### config.mk
export PLATFORM = sky130hd
export DESIGN_NAME = cpu_trace_emitter_flat
export DESIGN_NICKNAME = d
export VERILOG_FILES = /design/src/rtl/cpu_trace_pkg.sv /design/src/rtl/cpu_trace_emitter_if.sv /design/src/rtl/trace_bin2bcd.sv /design/src/rtl/cpu_trace_emitter.sv /design/src/flat_wrapper.sv
export SDC_FILE = /design/constraint.sdc
export NUM_CORES = 1
export LEC_CHECK = 0
export CAP_MARGIN = 20
export CORE_ASPECT_RATIO = 2
export CORE_MARGIN = 3
export CORE_UTILIZATION = 35
export DETAILED_ROUTE_END_ITERATION = 10
export GPL_TIMING_DRIVEN = 1
export PLACE_DENSITY = 0.6
export RECOVER_POWER = 25
export SLEW_MARGIN = 40
export SYNTH_ARGS = -nofsm -noshare
export SYNTH_HDL_FRONTEND = slang
export SYNTH_SLANG_ARGS = --single-unit
### constraint.sdc
create_clock -name clk -period 13.6 [get_ports clk]
set_input_delay 2.04 -clock clk [delete_from_list [all_inputs] [get_ports clk]]
set_output_delay 2.04 -clock clk [all_outputs]
set_load 0.1 [all_outputs]
### src/rtl/cpu_trace_pkg.sv
// Shared definitions for the CPU trace emitter: FSM states, ASCII glyphs, time clamp
// and small character-formatting helpers. TRACE_SPACE_EN selects the spaced output form.
package cpu_trace_pkg;

    typedef enum logic [3:0] {
        IDLE  = 4'd0,
        CARET = 4'd1,
        TIME  = 4'd2,
        AT    = 4'd3,
        PC    = 4'd4,
        COLON = 4'd5,
        SP1   = 4'd6,
        MARK  = 4'd7,
        IDX   = 4'd8,
        SP2   = 4'd9,
        LT    = 4'd10,
        EQ    = 4'd11,
        SP3   = 4'd12,
        DATA  = 4'd13,
        HASH  = 4'd14
    } trace_state_e;

    localparam logic [7:0] CH_CARET  = 8'h5e;
    localparam logic [7:0] CH_AT     = 8'h40;
    localparam logic [7:0] CH_COLON  = 8'h3a;
    localparam logic [7:0] CH_DOLLAR = 8'h24;
    localparam logic [7:0] CH_STAR   = 8'h2a;
    localparam logic [7:0] CH_LT     = 8'h3c;
    localparam logic [7:0] CH_EQ     = 8'h3d;
    localparam logic [7:0] CH_HASH   = 8'h23;
    localparam logic [7:0] CH_SPACE  = 8'h20;
    localparam logic [7:0] CH_ZERO   = 8'h30;
    localparam logic [7:0] CH_NUL    = 8'h00;
    // 'a' minus ten, so nibble 10 maps to 'a'
    localparam logic [7:0] HEX_ALPHA_BASE = 8'h57;

    localparam logic [13:0] TIME_CLAMP = 14'd9999;
    localparam logic [2:0]  HEX_MSN    = 3'd7;

    function automatic logic [7:0] hex_ascii(input logic [3:0] nib);
        logic [7:0] ch;
        if (nib < 4'd10) begin
            ch = CH_ZERO + {4'h0, nib};
        end else begin
            ch = HEX_ALPHA_BASE + {4'h0, nib};
        end
        return ch;
    endfunction

    function automatic logic [7:0] dec_ascii(input logic [3:0] digit);
        return CH_ZERO + {4'h0, digit};
    endfunction

    function automatic logic [3:0] nibble_at(input logic [31:0] word, input logic [2:0] idx);
        return word[{idx, 2'b00} +: 4];
    endfunction

    function automatic logic [3:0] digit_at(input logic [15:0] bcd, input logic [1:0] idx);
        return bcd[{idx, 2'b00} +: 4];
    endfunction

    // Index of the most significant non-zero BCD digit; zero keeps one digit
    function automatic logic [1:0] msd_index(input logic [15:0] bcd);
        logic [1:0] idx;
        if (bcd[15:12] != 4'd0) begin
            idx = 2'd3;
        end else if (bcd[11:8] != 4'd0) begin
            idx = 2'd2;
        end else if (bcd[7:4] != 4'd0) begin
            idx = 2'd1;
        end else begin
            idx = 2'd0;
        end
        return idx;
    endfunction

    function automatic trace_state_e after_colon();
`ifdef TRACE_SPACE_EN
        return SP1;
`else
        return MARK;
`endif
    endfunction

    function automatic trace_state_e after_idx();
`ifdef TRACE_SPACE_EN
        return SP2;
`else
        return LT;
`endif
    endfunction

    function automatic trace_state_e after_eq();
`ifdef TRACE_SPACE_EN
        return SP3;
`else
        return DATA;
`endif
    endfunction

endpackage

### src/rtl/cpu_trace_emitter_if.sv
// Record-in / character-out handshake bundle for the CPU trace emitter.
interface cpu_trace_emitter_if;

    logic        in_valid;
    logic        in_ready;
    logic        in_is_mem;
    logic [13:0] in_time;
    logic [31:0] in_pc;
    logic [4:0]  in_grf;
    logic [31:0] in_addr;
    logic [31:0] in_data;
    logic [7:0]  char;
    logic        char_valid;
    logic        char_ready;

    modport master (
        output in_valid, in_is_mem, in_time, in_pc, in_grf, in_addr, in_data, char_ready,
        input  in_ready, char, char_valid
    );

    modport slave (
        input  in_valid, in_is_mem, in_time, in_pc, in_grf, in_addr, in_data, char_ready,
        output in_ready, char, char_valid
    );

endinterface

### src/rtl/trace_bin2bcd.sv
// Combinational 14-bit binary to four-digit BCD converter (double-dabble).
module trace_bin2bcd (
    input  logic [13:0] bin,
    output logic [15:0] bcd
);

    logic [29:0] scratch;

    // Shift-and-add-3 over all fourteen input bits
    always_comb begin
        scratch = {16'h0000, bin};
        for (int i = 0; i < 14; i++) begin
            for (int d = 0; d < 4; d++) begin
                scratch[14 + 4*d +: 4] = (scratch[14 + 4*d +: 4] > 4'd4) ?
                                         scratch[14 + 4*d +: 4] + 4'd3 :
                                         scratch[14 + 4*d +: 4];
            end
            scratch = {scratch[28:0], 1'b0};
        end
        bcd = scratch[29:14];
    end

endmodule

### src/rtl/cpu_trace_emitter.sv
// Serialises register/memory write trace records into an ASCII character stream.
// Define TRACE_SPACE_EN to include the three separating spaces in each record.
module cpu_trace_emitter
    import cpu_trace_pkg::*;
(
    input  logic                 clk,
    input  logic                 reset,
    cpu_trace_emitter_if.slave   bus
);

    trace_state_e state_r, state_next;
    logic [2:0]   cnt_r, cnt_next;
    logic [7:0]   char_r, char_next;
    logic         char_valid_r, char_valid_next;

    logic         is_mem_r;
    logic [13:0]  time_r;
    logic [31:0]  pc_r;
    logic [4:0]   grf_r;
    logic [31:0]  addr_r;
    logic [31:0]  data_r;

    logic         in_ready_s;
    logic         accept_s;
    logic         advance_s;
    logic         last_s;
    logic [13:0]  bcd_bin_s;
    logic [15:0]  bcd_s;

    assign in_ready_s = (state_r == IDLE) || ((state_r == HASH) && bus.char_ready);
    assign accept_s   = bus.in_valid && in_ready_s;
    assign advance_s  = char_valid_r && bus.char_ready;
    assign last_s     = (cnt_r == 3'd0);

    assign bus.in_ready   = in_ready_s;
    assign bus.char       = char_r;
    assign bus.char_valid = char_valid_r;

    // The converter serves the register index while it is being announced or printed
    assign bcd_bin_s = (((state_r == MARK) || (state_r == IDX)) && !is_mem_r) ?
                       {9'd0, grf_r} : time_r;

    trace_bin2bcd u_bin2bcd (
        .bin (bcd_bin_s),
        .bcd (bcd_s)
    );

    // Next-state selection; every move except acceptance waits for a taken character
    always_comb begin
        state_next = state_r;
        case (state_r)
            IDLE:    state_next = accept_s ? CARET : IDLE;
            CARET:   state_next = advance_s ? TIME : CARET;
            TIME:    state_next = (advance_s && last_s) ? AT : TIME;
            AT:      state_next = advance_s ? PC : AT;
            PC:      state_next = (advance_s && last_s) ? COLON : PC;
            COLON:   state_next = advance_s ? after_colon() : COLON;
            SP1:     state_next = advance_s ? MARK : SP1;
            MARK:    state_next = advance_s ? IDX : MARK;
            IDX:     state_next = (advance_s && last_s) ? after_idx() : IDX;
            SP2:     state_next = advance_s ? LT : SP2;
            LT:      state_next = advance_s ? EQ : LT;
            EQ:      state_next = advance_s ? after_eq() : EQ;
            SP3:     state_next = advance_s ? DATA : SP3;
            DATA:    state_next = (advance_s && last_s) ? HASH : DATA;
            HASH: begin
                if (accept_s) begin
                    state_next = CARET;
                end else if (advance_s) begin
                    state_next = IDLE;
                end else begin
                    state_next = HASH;
                end
            end
            default: state_next = IDLE;
        endcase
    end

    // Digit counter and the character that goes with the next state
    always_comb begin
        cnt_next = cnt_r;
        if (state_next != state_r) begin
            case (state_next)
                TIME:    cnt_next = {1'b0, msd_index(bcd_s)};
                PC:      cnt_next = HEX_MSN;
                IDX:     cnt_next = is_mem_r ? HEX_MSN : {1'b0, msd_index(bcd_s)};
                DATA:    cnt_next = HEX_MSN;
                default: cnt_next = 3'd0;
            endcase
        end else if (advance_s) begin
            cnt_next = cnt_r - 3'd1;
        end else begin
            cnt_next = cnt_r;
        end

        char_valid_next = (state_next != IDLE);
        case (state_next)
            IDLE:    char_next = CH_NUL;
            CARET:   char_next = CH_CARET;
            TIME:    char_next = dec_ascii(digit_at(bcd_s, cnt_next[1:0]));
            AT:      char_next = CH_AT;
            PC:      char_next = hex_ascii(nibble_at(pc_r, cnt_next));
            COLON:   char_next = CH_COLON;
            SP1:     char_next = CH_SPACE;
            MARK:    char_next = is_mem_r ? CH_STAR : CH_DOLLAR;
            IDX:     char_next = is_mem_r ? hex_ascii(nibble_at(addr_r, cnt_next)) :
                                            dec_ascii(digit_at(bcd_s, cnt_next[1:0]));
            SP2:     char_next = CH_SPACE;
            LT:      char_next = CH_LT;
            EQ:      char_next = CH_EQ;
            SP3:     char_next = CH_SPACE;
            DATA:    char_next = hex_ascii(nibble_at(data_r, cnt_next));
            HASH:    char_next = CH_HASH;
            default: char_next = CH_NUL;
        endcase
    end

    // FSM, counter and registered character outputs
    always_ff @(posedge clk or posedge reset) begin
        if (reset) begin
            state_r      <= IDLE;
            cnt_r        <= 3'd0;
            char_r       <= CH_NUL;
            char_valid_r <= 1'b0;
        end else begin
            state_r      <= state_next;
            cnt_r        <= cnt_next;
            char_r       <= char_next;
            char_valid_r <= char_valid_next;
        end
    end

    // Record fields are captured only on acceptance; time is clamped on the way in
    always_ff @(posedge clk or posedge reset) begin
        if (reset) begin
            is_mem_r <= 1'b0;
            time_r   <= 14'd0;
            pc_r     <= 32'h0000_0000;
            grf_r    <= 5'd0;
            addr_r   <= 32'h0000_0000;
            data_r   <= 32'h0000_0000;
        end else if (accept_s) begin
            is_mem_r <= bus.in_is_mem;
            time_r   <= (bus.in_time > TIME_CLAMP) ? TIME_CLAMP : bus.in_time;
            pc_r     <= bus.in_pc;
            grf_r    <= bus.in_grf;
            addr_r   <= bus.in_addr;
            data_r   <= bus.in_data;
        end else begin
            is_mem_r <= is_mem_r;
            time_r   <= time_r;
            pc_r     <= pc_r;
            grf_r    <= grf_r;
            addr_r   <= addr_r;
            data_r   <= data_r;
        end
    end

endmodule
### src/flat_wrapper.sv
// flat-port wrapper written by rule: the top's interface ports become plain ports
module cpu_trace_emitter_flat import cpu_trace_pkg::*;
  (clk, reset, bus_in_valid, bus_in_is_mem, bus_in_time, bus_in_pc, bus_in_grf, bus_in_addr, bus_in_data, bus_char_ready, bus_in_ready, bus_char, bus_char_valid);
  cpu_trace_emitter_if bus_i ();
  input  logic clk;
  input  logic reset;
  input wire logic [$bits(bus_i.in_valid)-1:0] bus_in_valid;
  input wire logic [$bits(bus_i.in_is_mem)-1:0] bus_in_is_mem;
  input wire logic [$bits(bus_i.in_time)-1:0] bus_in_time;
  input wire logic [$bits(bus_i.in_pc)-1:0] bus_in_pc;
  input wire logic [$bits(bus_i.in_grf)-1:0] bus_in_grf;
  input wire logic [$bits(bus_i.in_addr)-1:0] bus_in_addr;
  input wire logic [$bits(bus_i.in_data)-1:0] bus_in_data;
  input wire logic [$bits(bus_i.char_ready)-1:0] bus_char_ready;
  output wire logic [$bits(bus_i.in_ready)-1:0] bus_in_ready;
  output wire logic [$bits(bus_i.char)-1:0] bus_char;
  output wire logic [$bits(bus_i.char_valid)-1:0] bus_char_valid;
  assign bus_i.in_valid = bus_in_valid;
  assign bus_i.in_is_mem = bus_in_is_mem;
  assign bus_i.in_time = bus_in_time;
  assign bus_i.in_pc = bus_in_pc;
  assign bus_i.in_grf = bus_in_grf;
  assign bus_i.in_addr = bus_in_addr;
  assign bus_i.in_data = bus_in_data;
  assign bus_i.char_ready = bus_char_ready;
  assign bus_in_ready = bus_i.in_ready;
  assign bus_char = bus_i.char;
  assign bus_char_valid = bus_i.char_valid;
  cpu_trace_emitter u_core (.clk(clk), .reset(reset), .bus(bus_i));
endmodule
==> summary.md, run 1 <==
| Metric | Value |
|---|---|
| Outcome | `finished with violations` |
| Failing checks | `capacitance limit, slew limit` |
| Post-cts sizing count | `0` |
| Chip Height | `267 um` |
| N_diodes | `0` |
| Port buffer count | `128` |
| Pre-CTS setup slack | `0.901 ns` |
| P&R area growth vs syn | `20.4%` |
| FF+latch area | `3280 um2` |
| Fin. Hold Viols | `0` |
| Largest net degree at the start of global routing | `78` |
| Global-route wire length before repair | `66200 um` |
| Critical path startpoint category | `flop` |
| Post-Syn Area per Cell | `7.59 um2` |
| Clk slew on worst S/H paths | `0.06 ns` |
| Post-synth ARST share | `100%` |
| Max-cap violations | `1` |
| Tmin final | `12.65 ns` |
| Antenna-violating nets left | `0` |
| Wire per inst | `20.1 um` |
| Most common cell after layout, fill and taps aside | `nand2_1` |
| FF+latch count, synth | `131` |
| Post-Route WL | `42500 um` |
| Fill cells | `3445` |
| Hold-fix buffers at CTS | `0` |
| Row cnt | `94` |
| Starting density of the core | `35.8%` |
| Final WS setup | `0.949 ns` |
| Residual DRC | `0` |
| Core box area | `33200 um2` |
| R2R cell count | `49` |
| Post-placement cell area | `13600 um2` |
| Placer Congestion | `0.954` |
| Worst Path Arrival | `12.95 ns` |
| GRT Util Overall | `23.3%` |
| Synth Cell Area | `11900 um2` |
| DP HPWL | `33700 um` |
| Hold Path End | `u_core.data_r[27]` |
| Max-Slew Margin vs Limit | `-132%` |
| Final instance area | `14300 um2` |
| R2R Path End | `u_core.bus.char[6]` |
| H-tree lvl count | `4` |
| CTS tree | `built` |
| Synth Instances | `1566` |
| Least-Margin Pin Slew | `3.46 ns` |
| Max Buffers Root-to-Sink | `2` |
| Sequential fraction of the synthesis area | `27.6%` |
| Antenna violations before repair | `0` |
| Commonest non-fill, non-tap cells in the layout | `nand2_1, dfrtp_1, clkdlybuf4s50_1, nor2_1, a21oi_1` |
| RSZ-0062 raised after global routing | `false` |
| Slowest CP cell | `or4b_4` |
| Clock Sinks | `131` |
| Pre-Repair DR Iteration Count | `7` |
| Worst hold start | `u_core.data_r[27]` |
| Vias | `12363` |
| Hold crit path type | `flop to flop` |
| Full die area | `36300 um2` |
| Crit end category | `flop` |
| Die W | `136 um` |
| Reg2Reg Setup Slack | `0.95 ns` |
| I/O pins | `130` |
| Starting DRT DRC Count | `663` |
| Achievable frequency | `0.0790 GHz` |
| Synth unique cells | `119` |
| Layout Nets | `1817` |
| CP max FO | `25` |
| Post-CTS repair timing setup buffer count | `0` |
| Worst r2r src | `u_core.state_r[2]` |
| CTS root buffer | `clkbuf_16` |
| Final Instance Count excl. Fillers | `2112` |
| Multi-input gate area | `8080 um2` |
| WHS Path Cells | `2` |
| Top FF cell, synth | `dfrtp_1` |
| Skew-Pair Late Insertion Delay | `0.43 ns` |
| Total negative setup slack | `0 ns` |
| Final setup vio count | `0` |
| Vias/cell | `5.85` |
| CP Class | `flop to flop` |
| Biggest cell delay along the critical path | `0.65 ns` |
| Most used cell, CP | `ha_1` |
| Ratio of cells with drive above 1 in the final layout | `10.9%` |
| Final Max Tran Viols | `78` |
| WP data required | `13.90 ns` |
| Post-synth EDFFs | `0` |
| Post-Syn Nets | `1716` |
| Total CTS buffers | `17` |
| Vias in the first global route | `12397` |
| Final cycle utilization of the critical path | `93.0%` |
| GR Overflow Total | `0` |
| Synth warn | `0` |
| Cells after DPL | `2080` |
| Post-route clock skew | `0.00781 ns` |
-- area by class of cell --
type                    instances  share of cell area (%)
clock buffers                  18                    3.07
clock inverters                14                    1.57
inverters                      47                    1.24
multi-input cells            1300                    56.5
flip-flops and latches        131                    22.9
well taps                     432                    3.78
repair buffers                170                    10.9
-- through the flow --
| step | util (%) | hold slack, ns |
|---|---|---|
| after detailed placement | 41.1 | 0.457 |
| final | 43.1 | 0.468 |
| after global placement | 41.2 | 0.452 |
| after CTS | 43.1 | 0.471 |
| after floorplan | - | 0.437 |
| after global routing | 43.1 | 0.492 |
-- worst max-delay path, delay by kind of cell, from the launching register on --
kind,cells,cell delay [ns]
AOI/OAI and AO/OA,21,4.85
adders and majority gates,6,1.97
muxes,3,1.00
xor gates and xnor gates,2,0.47
and+or+nand+nor,12,2.85
DFF,1,0.53
buffers and inverters,5,0.79
-- layer usage --
| layer | wire length [um] | track usage [%] | part of all wire (%) |
|---|---|---|---|
| met2 | 23700 | 45.9 | 56 |
| met5 | 0 | 0 | 0 |
| met3 | 1430 | 2.47 | 3.4 |
| met4 | 3280 | 16.0 | 7.7 |
| met1 | 14100 | 21.7 | 33 |
-- state kept, by name, summed over array words and instances, names as in the netlist --
| name | count |
|---|---|
| u_core.addr_r | 32 |
| u_core.data_r | 32 |
| u_core.pc_r | 32 |
| u_core.time_r | 14 |
| u_core.bus.char | 7 |
| u_core.grf_r | 5 |
| u_core.state_r | 4 |
| u_core.cnt_r | 3 |
| u_core.bus.char_valid | 1 |
| u_core.is_mem_r | 1 |
-- worst max-delay path by stage --
stage / from / end / slack (ns) / depth (start not counted)
2_1_floorplan: u_core.state_r[2] / u_core.bus.char[2] / 2.37 / 57
3_3_place_gp: u_core.state_r[2] / u_core.bus.char[6] / 1.12 / 49
3_5_place_dp: u_core.state_r[2] / u_core.bus.char[6] / 0.90 / 48
4_1_cts: u_core.state_r[2] / u_core.bus.char[6] / 0.87 / 48
5_1_grt: u_core.state_r[2] / u_core.bus.char[3] / 0.03 / 51
6_report: u_core.state_r[2] / u_core.bus.char[6] / 0.95 / 49
-- cell families after synthesis --
kind of cell	Yosys count	share of synthesized area, %
flops	131	27.6
simple gates	777	29.5
mux	62	6.68
compound gates	404	25.9
fa+ha+maj	31	3.24
buf+inv	135	4.81
other cells	1	0.0316
xor+xnor	25	2.26
-- cell usage after synthesis, types with 6 or more instances --
cell	count	share of area (%)
ha_1	30	3.2
nand4_1	11	0.58
or4_1	7	0.44
o22a_1	7	0.52
nand3_1	44	1.9
nor2_1	97	3.1
nand2b_1	17	0.90
a22o_1	6	0.44
o21a_1	14	0.88
o22ai_1	7	0.37
a211o_1	9	0.66
a21boi_0	8	0.51
a31oi_1	18	0.95
and2_1	21	1.1
a211oi_1	16	1.0
o21ai_1	14	0.59
o211ai_1	18	1.1
nand2_1	447	14
mux2_2	10	0.95
and3_1	26	1.4
o221ai_1	11	0.81
inv_2	6	0.19
or3_1	11	0.58
o31ai_1	7	0.44
inv_1	39	1.2
xnor2_1	12	0.88
xor2_1	8	0.59
o21ai_0	50	2.1
nor3_1	39	1.6
dfrtp_1	131	28
a311oi_1	7	0.52
clkbuf_1	56	1.8
a21oi_1	81	3.4
nor4_1	14	0.74
o2111ai_1	14	1.0
mux4_2	11	2.1
a311o_1	7	0.59
buf_1	6	0.19
mux2i_1	37	3.1
buf_2	19	0.80
nor2b_1	6	0.32
a2111oi_0	6	0.44
a22oi_1	6	0.38
Power of run 1 is left out: the tool's default activity adds up to more than one toggle a clock period on the data nets, which glitch-free logic cannot reach.
==> run 2: changes to the inputs <==
--- a/config.mk
+++ b/config.mk
@@ -9,6 +9,7 @@
 export CORE_ASPECT_RATIO = 2
 export CORE_MARGIN = 3
 export CORE_UTILIZATION = 35
+export CTS_CLUSTER_DIAMETER = 30
 export DETAILED_ROUTE_END_ITERATION = 10
 export GPL_TIMING_DRIVEN = 1
 export PLACE_DENSITY = 0.6
==> results of run 2 <==
Same layout as run 1: the final DEF is identical, and so are final timing and power.
Power of run 2 is left out for the same reason.
==> run 3: changes to the inputs <==
--- a/config.mk
+++ b/config.mk
@@ -14,7 +14,6 @@
 export GPL_TIMING_DRIVEN = 1
 export PLACE_DENSITY = 0.6
 export RECOVER_POWER = 25
-export SLEW_MARGIN = 40
 export SYNTH_ARGS = -nofsm -noshare
 export SYNTH_HDL_FRONTEND = slang
 export SYNTH_SLANG_ARGS = --single-unit
==> run 3 against run 2 <==
The flow finishes with violations (DRC, capacitance limit, slew limit). Clock-buffer cell count up 2. Core utilization up 0.068 points. Clock skew up 0.0046 ns. Maximum frequency down 0.11%. Highest routed layer unchanged. Final area up 0.16%. Largest cell class unchanged.
==> summary.md, run 3 (synthesis gave the netlist of run 1 again) <==
| Metric | Value |
|---|---|
| Outcome | `finished with violations` |
| Failing checks | `DRC, capacitance limit, slew limit` |
| Skew-Pair Late Insertion Delay | `0.43 ns` |
| Biggest cell delay along the critical path | `0.65 ns` |
| Delay-heaviest family, CP | `compound AO/OA/AOI/OAI gates` |
| Most used cell, CP | `ha_1` |
| Starting DRT DRC Count | `739` |
| CTS root buffer | `clkbuf_16` |
| Worst Path Arrival | `12.94 ns` |
| Tmin final | `12.66 ns` |
| Critical path startpoint category | `flop` |
| Clk slew on worst S/H paths | `0.06 ns` |
| Total CTS buffers | `17` |
| N_diodes | `0` |
| RSZ-0062 raised after global routing | `false` |
| P&R area growth vs syn | `20.6%` |
| Antenna-violating nets left | `0` |
| Ratio of cells with drive above 1 in the final layout | `10.2%` |
| CP Class | `flop to flop` |
| H-tree lvl count | `4` |
| Vias | `12232` |
| Final cycle utilization of the critical path | `93.1%` |
| Worst r2r src | `u_core.state_r[2]` |
| Total negative setup slack | `0 ns` |
| Most common cell after layout, fill and taps aside | `nand2_1` |
| Final Max Tran Viols | `78` |
| Hold-fix buffers at CTS | `0` |
| Residual DRC | `1` |
| GR Overflow Total | `0` |
| Hold Path End | `u_core.data_r[27]` |
| Cells after DPL | `2080` |
| Antenna violations before repair | `0` |
| Fin. Hold Viols | `0` |
| Port buffer count | `128` |
| Commonest non-fill, non-tap cells in the layout | `nand2_1, dfrtp_1, clkdlybuf4s50_1, nor2_1, a21oi_1` |
| Layout Nets | `1820` |
| CTS tree | `built` |
| GRT Util Overall | `23.0%` |
| Worst hold start | `u_core.data_r[27]` |
| Core box area | `33200 um2` |
| Buf/Inv on CP | `6` |
| WHS Path Cells | `2` |
| DP HPWL | `33600 um` |
| Final setup vio count | `0` |
| R2R cell count | `50` |
| Critical path depth | `50` |
| Post-Route WL | `42200 um` |
| Crit end category | `flop` |
| Least-Margin Pin Slew | `3.46 ns` |
| Clock Sinks | `131` |
| Max-cap violations | `1` |
| Pre-Repair DR Iteration Count | `8` |
| WP data required | `13.88 ns` |
| Fill cells | `3432` |
| Achievable frequency | `0.0790 GHz` |
| Starting density of the core | `35.8%` |
| Full die area | `36300 um2` |
| Max Buffers Root-to-Sink | `2` |
| Wire per inst | `20.0 um` |
| Slowest CP cell | `or4b_4` |
| Placer Congestion | `0.954` |
| Final Instance Count excl. Fillers | `2115` |
| Row cnt | `94` |
| Hold crit path type | `flop to flop` |
| Final WS setup | `0.936 ns` |
| Largest regs | `u_core.addr_r (32), u_core.data_r (32), u_core.pc_r (32)` |
| Largest net degree at the start of global routing | `78` |
| Chip Height | `267 um` |
| R2R Path End | `u_core.bus.char[6]` |
| Post-route clock skew | `0.0124 ns` |
| Vias/cell | `5.78` |
| CP max FO | `25` |
| Global-route wire length before repair | `64900 um` |
| Max-Slew Margin vs Limit | `-132%` |
| Die W | `136 um` |
| Vias in the first global route | `12167` |
| Pre-CTS setup slack | `0.793 ns` |
| I/O pins | `130` |
| Reg2Reg Setup Slack | `0.94 ns` |
## run 3: what timing repair did
item,4_1_cts,5_1_grt
endpoints found under the setup margin,0,6
setup buffers,0,3
resized for setup,0,4
hold endpoints to repair,0,0
## run 3: per-stage QoR
step / util, % / hold WS, ns / instance area (um2)
after CTS: 43.1 / 0.471 / 14300
after global routing: 43.2 / 0.488 / 14300
final: 43.2 / 0.464 / 14300
after global placement: 41.2 / 0.452 / 13700
after floorplan: - / 0.437 / 11900
after detailed placement: 41.2 / 0.457 / 13700
## run 3: area by class of cell
type | instances | area [um2] | share of cell area (%)
Timing Repair Buffer | 173 | 1640 | 11.5
Multi-Input combinational cell | 1300 | 8070 | 56.3
Tap cell | 432 | 541 | 3.77
Clock buffer | 20 | 447 | 3.12
Clock inverter | 12 | 178 | 1.24
Sequential cell | 131 | 3280 | 22.9
Inverter | 47 | 178 | 1.24
## run 3: worst max path at each step
stage | start | end
2_1_floorplan | u_core.state_r[2] | u_core.bus.char[2]
5_1_grt | u_core.state_r[2] | u_core.bus.char[6]
3_5_place_dp | u_core.state_r[2] | u_core.bus.char[6]
6_report | u_core.state_r[2] | u_core.bus.char[6]
4_1_cts | u_core.state_r[2] | u_core.bus.char[6]
3_3_place_gp | u_core.state_r[2] | u_core.bus.char[6]
## run 3: tightest hold or removal path, delay by kind of cell (launching register included)
kind	cells	cell delay [ns]
flops	1	0.33
simple gates	2	0.10
## run 3: metal layers
metal | track usage, % | wire length (um)
met1 | 21.1 | 13900
met2 | 45.6 | 24000
met3 | 2.43 | 1310
met4 | 15.3 | 2990
met5 | 0 | 0
Power of run 3 is left out for the same reason.
